--- src/rtl/fifo_seq_ctrl_if.sv ---
`default_nettype none
// ============================================================================
// Module      : fifo_seq_ctrl_if
// Description : Stream handshake and memory_core control bundle between the
//               FIFO sequencing controller and its environment (producer,
//               host consumer, memory_core).
// Revision    : 1.0 - initial release
// ============================================================================
interface fifo_seq_ctrl_if #(
    parameter int DEPTH_W = 16
);
    // Producer side
    logic               in_vld;
    logic               in_rdy;
    // Host consumer side
    logic               out_rdy;
    logic               out_vld;
    // memory_core side
    logic               mc_valid_out;
    logic               mc_wen_in;
    logic               mc_ren_in;
    logic               mc_clk_en;
    logic               mc_flush;
    logic               mc_tile_en;
    logic [1:0]         mc_mode;
    logic [DEPTH_W-1:0] mc_depth;

    // Controller view
    modport master (
        input  in_vld, out_rdy, mc_valid_out,
        output in_rdy, out_vld, mc_wen_in, mc_ren_in, mc_clk_en,
               mc_flush, mc_tile_en, mc_mode, mc_depth
    );

    // Environment view (producer, host and core together)
    modport slave (
        output in_vld, out_rdy, mc_valid_out,
        input  in_rdy, out_vld, mc_wen_in, mc_ren_in, mc_clk_en,
               mc_flush, mc_tile_en, mc_mode, mc_depth
    );
endinterface
`default_nettype wire

--- src/rtl/fifo_seq_ctrl.sv ---
`default_nettype none
// ============================================================================
// Module      : fifo_seq_ctrl
// Description : Sequencing controller for one memory_core in FIFO mode.
//               Brings the core out of idle, programs depth, flushes, then
//               runs a valid/ready stream on both sides while tracking
//               occupancy and in-flight reads so the core is never written
//               while full or read while empty.
// Options     : FIFO_SEQ_WATERMARK_EN - adds registered almost_full and
//               almost_empty outputs using AF_MARGIN.
// Revision    : 1.0 - initial release
// ============================================================================
module fifo_seq_ctrl #(
    parameter int DEPTH_W   = 16,
    parameter int RD_LAT    = 1,
    parameter int FLUSH_CYC = 2
`ifdef FIFO_SEQ_WATERMARK_EN
    ,
    parameter int AF_MARGIN = 2
`endif
) (
    input  logic               clk,
    input  logic               rst,          // asynchronous, active-low
    input  logic [DEPTH_W-1:0] cfg_depth,
    input  logic               cfg_start,
    input  logic               cfg_stop,
    output logic               cfg_err,
    output logic               busy,
    fifo_seq_ctrl_if.master    bus,
    output logic [DEPTH_W-1:0] occupancy,
    output logic               full,
    output logic               empty
`ifdef FIFO_SEQ_WATERMARK_EN
    ,
    output logic               almost_full,
    output logic               almost_empty
`endif
);

    localparam int FC_W = (FLUSH_CYC > 1) ? $clog2(FLUSH_CYC) : 1;

    typedef enum logic [2:0] {
        S_IDLE  = 3'd0,
        S_CFG   = 3'd1,
        S_FLUSH = 3'd2,
        S_RUN   = 3'd3,
        S_DRAIN = 3'd4
    } state_t;

    state_t             state;
    logic [DEPTH_W-1:0] depth_lat;
    logic [DEPTH_W-1:0] depth_cur;
    logic [FC_W-1:0]    flush_cnt;
    logic               tile_en;
    logic               clk_en;
    logic               flush;
    logic [DEPTH_W-1:0] inflight;

    logic               wen;
    logic               ren;
    logic               in_rdy;
    logic               rd_ret;
    logic               occ_dec;
    logic               inf_dec;

    // Write/read qualification; data itself flows producer->core untouched
    assign in_rdy  = (state == S_RUN) && (occupancy < depth_cur);
    assign wen     = bus.in_vld && in_rdy;
    assign ren     = ((state == S_RUN) || (state == S_DRAIN)) && bus.out_rdy
                     && (occupancy > inflight);
    assign rd_ret  = bus.mc_valid_out;
    // Counters hold at zero on a stray return instead of wrapping
    assign occ_dec = rd_ret && (occupancy != '0);
    assign inf_dec = rd_ret && (inflight != '0);

    assign bus.in_rdy     = in_rdy;
    assign bus.mc_wen_in  = wen;
    assign bus.mc_ren_in  = ren;
    assign bus.out_vld    = rd_ret && clk_en;
    assign bus.mc_clk_en  = clk_en;
    assign bus.mc_flush   = flush;
    assign bus.mc_tile_en = tile_en;
    assign bus.mc_mode    = 2'h1;
    assign bus.mc_depth   = depth_cur;

    // depth_cur is 0 only before the first configuration, which keeps full
    // low out of reset even though occupancy==depth_cur there
    assign full  = (depth_cur != '0) && (occupancy == depth_cur);
    assign empty = (occupancy == '0);

    // Sequencing FSM; per-state outputs are registered alongside the state
    always_ff @(posedge clk or negedge rst) begin
        if (!rst) begin
            state     <= S_IDLE;
            depth_lat <= '0;
            depth_cur <= '0;
            flush_cnt <= '0;
            tile_en   <= 1'b0;
            clk_en    <= 1'b0;
            flush     <= 1'b0;
            busy      <= 1'b0;
            cfg_err   <= 1'b0;
        end else begin
            case (state)
                S_IDLE: begin
                    if (cfg_start) begin
                        if (cfg_depth == '0) begin
                            cfg_err <= 1'b1;
                        end else begin
                            depth_lat <= cfg_depth;
                            state     <= S_CFG;
                            tile_en   <= 1'b1;
                            clk_en    <= 1'b1;
                            busy      <= 1'b1;
                        end
                    end
                end
                S_CFG: begin
                    depth_cur <= depth_lat;
                    flush_cnt <= '0;
                    flush     <= 1'b1;
                    state     <= S_FLUSH;
                end
                S_FLUSH: begin
                    if (flush_cnt == FC_W'(FLUSH_CYC - 1)) begin
                        flush <= 1'b0;
                        state <= S_RUN;
                    end else begin
                        flush_cnt <= flush_cnt + 1'b1;
                    end
                end
                S_RUN: begin
                    if (cfg_stop) begin
                        state <= S_DRAIN;
                    end
                end
                S_DRAIN: begin
                    if ((occupancy == '0) && (inflight == '0)) begin
                        state   <= S_IDLE;
                        tile_en <= 1'b0;
                        clk_en  <= 1'b0;
                        busy    <= 1'b0;
                    end
                end
                default: begin
                    state   <= S_IDLE;
                    tile_en <= 1'b0;
                    clk_en  <= 1'b0;
                    flush   <= 1'b0;
                    busy    <= 1'b0;
                end
            endcase
        end
    end

    // Occupancy and in-flight read tracking; cleared while the core flushes
    always_ff @(posedge clk or negedge rst) begin
        if (!rst) begin
            occupancy <= '0;
            inflight  <= '0;
        end else if (state == S_FLUSH) begin
            occupancy <= '0;
            inflight  <= '0;
        end else begin
            case ({wen, occ_dec})
                2'b10:   occupancy <= occupancy + 1'b1;
                2'b01:   occupancy <= occupancy - 1'b1;
                default: occupancy <= occupancy;
            endcase
            case ({ren, inf_dec})
                2'b10:   inflight <= inflight + 1'b1;
                2'b01:   inflight <= inflight - 1'b1;
                default: inflight <= inflight;
            endcase
        end
    end

`ifdef FIFO_SEQ_WATERMARK_EN
    logic [DEPTH_W-1:0] af_thresh;

    // Threshold saturates at zero for depths smaller than the margin
    assign af_thresh = (depth_cur > DEPTH_W'(AF_MARGIN))
                       ? (depth_cur - DEPTH_W'(AF_MARGIN)) : '0;

    // Watermarks are registered and trail occupancy by one cycle
    always_ff @(posedge clk or negedge rst) begin
        if (!rst) begin
            almost_full  <= 1'b0;
            almost_empty <= 1'b0;
        end else begin
            almost_full  <= (occupancy >= af_thresh);
            almost_empty <= (occupancy <= DEPTH_W'(AF_MARGIN));
        end
    end
`endif

    // The core must never return data the controller did not ask for
    a_no_underflow: assert property (@(posedge clk) disable iff (!rst)
        !(bus.mc_valid_out && (occupancy == '0)));

    // With out_rdy held, outstanding reads are bounded by the core latency
    a_inflight_bound: assert property (@(posedge clk) disable iff (!rst)
        (inflight <= DEPTH_W'(RD_LAT)));

endmodule
`default_nettype wire

--- src/flat_wrapper.sv ---
// flat-port wrapper written by rule: the top's interface ports become plain ports
module fifo_seq_ctrl_flat 
#(
    parameter int DEPTH_W   = 16,
    parameter int RD_LAT    = 1,
    parameter int FLUSH_CYC = 2

)
  (clk, rst, cfg_depth, cfg_start, cfg_stop, cfg_err, busy, occupancy, full, empty, bus_in_vld, bus_out_rdy, bus_mc_valid_out, bus_in_rdy, bus_out_vld, bus_mc_wen_in, bus_mc_ren_in, bus_mc_clk_en, bus_mc_flush, bus_mc_tile_en, bus_mc_mode, bus_mc_depth);
  fifo_seq_ctrl_if #(.DEPTH_W(DEPTH_W)) bus_i ();
  input  logic clk;
  input  logic rst;
  input  logic [DEPTH_W-1:0] cfg_depth;
  input  logic cfg_start;
  input  logic cfg_stop;
  output logic cfg_err;
  output logic busy;
  output logic [DEPTH_W-1:0] occupancy;
  output logic full;
  output logic empty;
  input wire logic [$bits(bus_i.in_vld)-1:0] bus_in_vld;
  input wire logic [$bits(bus_i.out_rdy)-1:0] bus_out_rdy;
  input wire logic [$bits(bus_i.mc_valid_out)-1:0] bus_mc_valid_out;
  output wire logic [$bits(bus_i.in_rdy)-1:0] bus_in_rdy;
  output wire logic [$bits(bus_i.out_vld)-1:0] bus_out_vld;
  output wire logic [$bits(bus_i.mc_wen_in)-1:0] bus_mc_wen_in;
  output wire logic [$bits(bus_i.mc_ren_in)-1:0] bus_mc_ren_in;
  output wire logic [$bits(bus_i.mc_clk_en)-1:0] bus_mc_clk_en;
  output wire logic [$bits(bus_i.mc_flush)-1:0] bus_mc_flush;
  output wire logic [$bits(bus_i.mc_tile_en)-1:0] bus_mc_tile_en;
  output wire logic [$bits(bus_i.mc_mode)-1:0] bus_mc_mode;
  output wire logic [$bits(bus_i.mc_depth)-1:0] bus_mc_depth;
  assign bus_i.in_vld = bus_in_vld;
  assign bus_i.out_rdy = bus_out_rdy;
  assign bus_i.mc_valid_out = bus_mc_valid_out;
  assign bus_in_rdy = bus_i.in_rdy;
  assign bus_out_vld = bus_i.out_vld;
  assign bus_mc_wen_in = bus_i.mc_wen_in;
  assign bus_mc_ren_in = bus_i.mc_ren_in;
  assign bus_mc_clk_en = bus_i.mc_clk_en;
  assign bus_mc_flush = bus_i.mc_flush;
  assign bus_mc_tile_en = bus_i.mc_tile_en;
  assign bus_mc_mode = bus_i.mc_mode;
  assign bus_mc_depth = bus_i.mc_depth;
  fifo_seq_ctrl #(.DEPTH_W(DEPTH_W), .RD_LAT(RD_LAT), .FLUSH_CYC(FLUSH_CYC)) u_core (.clk(clk), .rst(rst), .cfg_depth(cfg_depth), .cfg_start(cfg_start), .cfg_stop(cfg_stop), .cfg_err(cfg_err), .busy(busy), .bus(bus_i), .occupancy(occupancy), .full(full), .empty(empty));
endmodule
--- config.mk ---
export PLATFORM = sky130hd
export DESIGN_NAME = fifo_seq_ctrl_flat
export DESIGN_NICKNAME = d
export VERILOG_FILES = /design/src/rtl/fifo_seq_ctrl_if.sv /design/src/rtl/fifo_seq_ctrl.sv /design/src/flat_wrapper.sv
export SDC_FILE = /design/constraint.sdc
export NUM_CORES = 1
export LEC_CHECK = 0
export ABC_AREA = 1
export CORE_AREA = 2 2 105 107
export CTS_BUF_LIST = sky130_fd_sc_hd__clkbuf_4
export DETAILED_ROUTE_END_ITERATION = 10
export DIE_AREA = 0 0 107 109
export GPL_ROUTABILITY_DRIVEN = 0
export PLACE_DENSITY = 0.86
export SLEW_MARGIN = 25
export SYNTH_ARGS = -nofsm -noshare
export SYNTH_HDL_FRONTEND = slang
export SYNTH_SLANG_ARGS = --single-unit
--- constraint.sdc ---
create_clock -name clk -period 7.9 [get_ports clk]
set_clock_uncertainty 0.1 [all_clocks]
set_input_delay 1.975 -clock clk [delete_from_list [all_inputs] [get_ports clk]]
set_output_delay 1.975 -clock clk [all_outputs]
set_load 0.01 [all_outputs]
* Word-level counts from Yosys, hierarchy flattened
Cells that the tools add are included. W data, S select, Z words.
Storage, ports and cells: bits in registers 71, input bits 23, output and inout port bits 45, logic and storage cells 78
Operators by class: $add $sub $neg 5, order comparisons 2, equality and inequality tests 14, muxes and demuxes 18, bitwise logic cells 3, reductions and logical operators 27
Operator list (count):
- $pmux W16 S2 | 2
- $logic_not A16 Y1 | 3
- $reduce_bool A16 Y1 | 3
- $add A16 B1 Y16 const B | 2
- $mux W16 | 2
- $sub A16 B1 Y16 const B | 2
- $eq A16 B16 Y1 | 1
- $gt A16 B16 Y1 | 1
- $lt A16 B16 Y1 | 1
- $mux W3 | 5
- $pmux W3 S5 | 1
- $logic_and A1 B1 Y1 | 9
- $ne A2 B2 Y1 const B | 4
- $eq A3 B2 Y1 const B | 2
- $pmux W1 S3 | 2
- $reduce_and A3 Y1 | 2
- $reduce_bool A3 Y1 | 2
- $reduce_or A3 Y1 | 2
- $mux W1 | 5
- $reduce_and A5 Y1 | 1
- $eq A2 B1 Y1 const B | 2
- $eq A2 B2 Y1 const B | 2
- $reduce_and A4 Y1 | 1
- $eq A3 B1 Y1 const B | 1
- other kinds (9) | 11

* Logic depth before layout (Yosys ltp)
word-level depth 7, mapped depth 22, gate-level depth less buffers 22

* Least setup slack after synthesis
No wires, ideal clock.
path kind input -> output, start input port bus_out_rdy, end output port bus_mc_ren_in, arrival 2281 ps, required time 5825 ps, setup slack 3544 ps, stages 4, path buffers 0, cells stage by stage o21ai_0 -> nor2_1 -> nand2_1 -> inv_1
Between the ends: longest elaborated chain between the ends 2
Ends and longest elaborated chain:
- start: declaration | RTL line flat_wrapper.sv:22 | input wire logic [$bits(bus_i.out_rdy)-1:0] bus_out_rdy;
- $logic_and A1 B1 Y1 | RTL line fifo_seq_ctrl.sv:69 | assign ren = ((state == S_RUN) || (state == S_DRAIN)) && bus.out_rdy
- $logic_and A1 B1 Y1 | RTL line fifo_seq_ctrl.sv:70 | && (occupancy > inflight);
- end: declaration | RTL line flat_wrapper.sv:27 | output wire logic [$bits(bus_i.mc_ren_in)-1:0] bus_mc_ren_in;
No other way between the ends.

* Worst setup path in the final report
Same ends and word-level chain as after synthesis.

==> reports/results.ini <==
[logic_synthesis]
synth-async-reset-ratio_pct=100.0
synth.area.top_cells=dfrtp_1, nand2_1, ha_1, inv_1, nand3_1
avgSynthCellArea_um2=6.804
synth_edf_count=0
synth_area_leader_cell=dfrtp_1
ys_warn_count=0
synth-main-ff-cell=dfrtp_1
synth_most_common_cell=nand2_1
synthesis.instances=835
ys_top_cells_by_count=nand2_1, inv_1, dfrtp_1, nor2_1, ha_1
seq_area_frac_synth_pct=31.27
post_synth_num_cell_types=37
synth_top_cell_area_share_pct=31.27
syn_nets=922
syn-cell-area_mm2=0.005682
synth_seq_cells=71

[global_routing]
grt_max_degree=72
grt_pass1_vias=5408
grt_pass1_wl_um=24560
grt_overflow_total=0
antenna_found_initial=1
groute.usage.overall_pct=26.85

[setup_path]
r2r_start=u_core.occupancy[15]
cp_data_arrival_time_ps=3370
crit_end=bus_mc_ren_in
startpoint=bus_out_rdy
r2r_cells=17
r2r_slack_ps=4040
reg2reg_to=u_core.occupancy[14]
startpoint_type=input port
cp-end-kind=primary output
crit_type=in2out
worstPathRequired_ps=5830
cp_max_fo=2

[clock_network]
postCtsSetupBuffers=0
cts-root-buf=clkbuf_4
cts_max_path_buffers=2
clk_pin_slew_ps=130
htree_levels=3
clock-sinks=71
clk_latency_ps=460
hold_buffers=0
post_cts_resized=0
cts_buffers=9
cts_tree=built

[sta]
setup_violations=0
fin_crit_ps=5442
relSlewSlack_pct=38.72
grt_setup_unrepaired=no
max_freq_mhz=183.7
hold_violations=0
period_share_pct=68.89
slew_viol_final=0
tns_ps=0
tightest_slew_ps=919.3

[route]
vias_per_cell=5.275
routed_wl_um=14450
drtAntennaViolNets=0
wl_per_cell_um=13.80
drc=0
drtIter0Drc=258
vias=5523
drt-pass1-iter-count=5

[power]
ir_drop_mv=0.2131
p_leak_nw=3.646
power_mw=2.825
power_density_mw_per_mm2=426.5

[place]
io_buffers=65
dpl.hpwl_um=10800

[floorplan]
dieArea_mm2=0.01166
rows=38
fp.dieW_um=107
initial_core_util_pct=53.59
ios=68
core_mm2=0.01060
die_h_um=109

[final_layout]
fillerInstances=911
seqCellArea_mm2=0.001777
multi_input_area_mm2=0.003291
area_delta_synth_final_pct=16.56
fin_nets=988
drive_gt1_share_pct=4.746

[run]
cap_violations=0

[status]
outcome=completed

[min_path]
min_path_type=reg2reg

-- metrics by stage --
| stage | util, % | setup slack [ps] | instances | hold WS [ps] | cell area, um2 |
|---|---|---|---|---|---|
| detailed placement | 60.63 | 2467 | 1030 | 360.2 | 6429 |
| floorplan | - | 3544 | 835 | 342.2 | 5682 |
| global placement | 60.63 | 2466 | 1030 | 357.2 | 6429 |
| finish | 62.46 | 2458 | 1047 | 387.9 | 6623 |
| global route | 62.46 | 2362 | 1047 | 417.7 | 6623 |
| CTS | 62.44 | 2458 | 1046 | 394.5 | 6620 |
-- power by group --
group          leakage [nW]  internal, mW  switching (mW)
logic                  2.65         0.711            1.05
registers             0.890         0.534           0.215
clock network         0.102         0.166           0.148
-- layout by cell type (no fill, tap or decap), types with 3 or more instances in the layout --
| cell type | synthesis | routed |
|---|---|---|
| nand4_1 | 11 | 11 |
| a21oi_1 | 37 | 37 |
| clkdlybuf4s50_1 | 0 | 64 |
| inv_1 | 137 | 137 |
| nand3b_1 | 8 | 8 |
| o22ai_1 | 4 | 4 |
| nor3_1 | 6 | 5 |
| o21ai_2 | 9 | 9 |
| inv_2 | 3 | 3 |
| o21ai_0 | 35 | 35 |
| ha_1 | 62 | 62 |
| clkbuf_4 | 0 | 10 |
| nand3_1 | 59 | 59 |
| nand2_1 | 277 | 277 |
| dfrtp_1 | 71 | 71 |
| nor2_1 | 71 | 71 |
| nor4_1 | 5 | 5 |
| bufinv_16 | 0 | 3 |
| nor2_4 | 3 | 3 |
-- registers in the layout, indices dropped and copies added, names as in the netlist --
| register | count |
|---|---|
| u_core.inflight | 16 |
| u_core.bus.mc_depth | 16 |
| u_core.state | 3 |
| u_core.occupancy | 16 |
| u_core.bus.mc_flush | 1 |
| u_core.flush_cnt | 1 |
| u_core.cfg_err | 1 |
| u_core.busy | 1 |
| u_core.depth_lat | 16 |
-- worst min path at each step --
stage / startpoint / to / depth (start not counted)
after global routing: u_core.depth_lat[14] / u_core.bus.mc_depth[14] / 2
after CTS: u_core.cfg_err / u_core.cfg_err / 1
final: u_core.cfg_err / u_core.cfg_err / 1
after global placement: u_core.depth_lat[9] / u_core.depth_lat[9] / 2
after floorplan: u_core.depth_lat[0] / u_core.depth_lat[0] / 2
after detailed placement: u_core.depth_lat[1] / u_core.depth_lat[1] / 2
-- cell type report --
| type | instances | share of cell area [%] |
|---|---|---|
| flip-flops and latches | 71 | 26.83 |
| well taps | 140 | 2.645 |
| clock buffers | 10 | 1.134 |
| inverters | 140 | 7.935 |
| diodes | 1 | 0.03779 |
| repair buffers | 67 | 9.975 |
| multi-input cells | 612 | 49.69 |
| clock inverters | 6 | 1.757 |
-- kinds of logic after synthesis --
| family | after synthesis | share of synthesized area, % |
|---|---|---|
| and+or+nand+nor | 452 | 33.96 |
| buffers and inverters | 152 | 10.90 |
| AOI/OAI and AO/OA | 92 | 9.073 |
| DFF | 71 | 31.27 |
| adders and majority gates | 64 | 14.36 |
| xor gates and xnor gates | 2 | 0.3084 |
| other | 2 | 0.1322 |
-- metal layers --
metal / GRT usage (%) / vias to the layer above / share of wire, %
met5: 0 / - / 0
met4: 11.32 / 0 / 3.1
met3: 5.021 / 36 / 6.0
met2: 45.04 / 181 / 47
met1: 34.17 / 2513 / 44
li1: - / 2793 / -
-- worst max-delay path: stages --
cell	delay, ps
clkdlybuf4s50_1	450
o21ai_0	110
nor2_1	130
nand2_1	80
inv_1	90
clkdlybuf4s50_1	540
(Power assumes the default switching activity.)
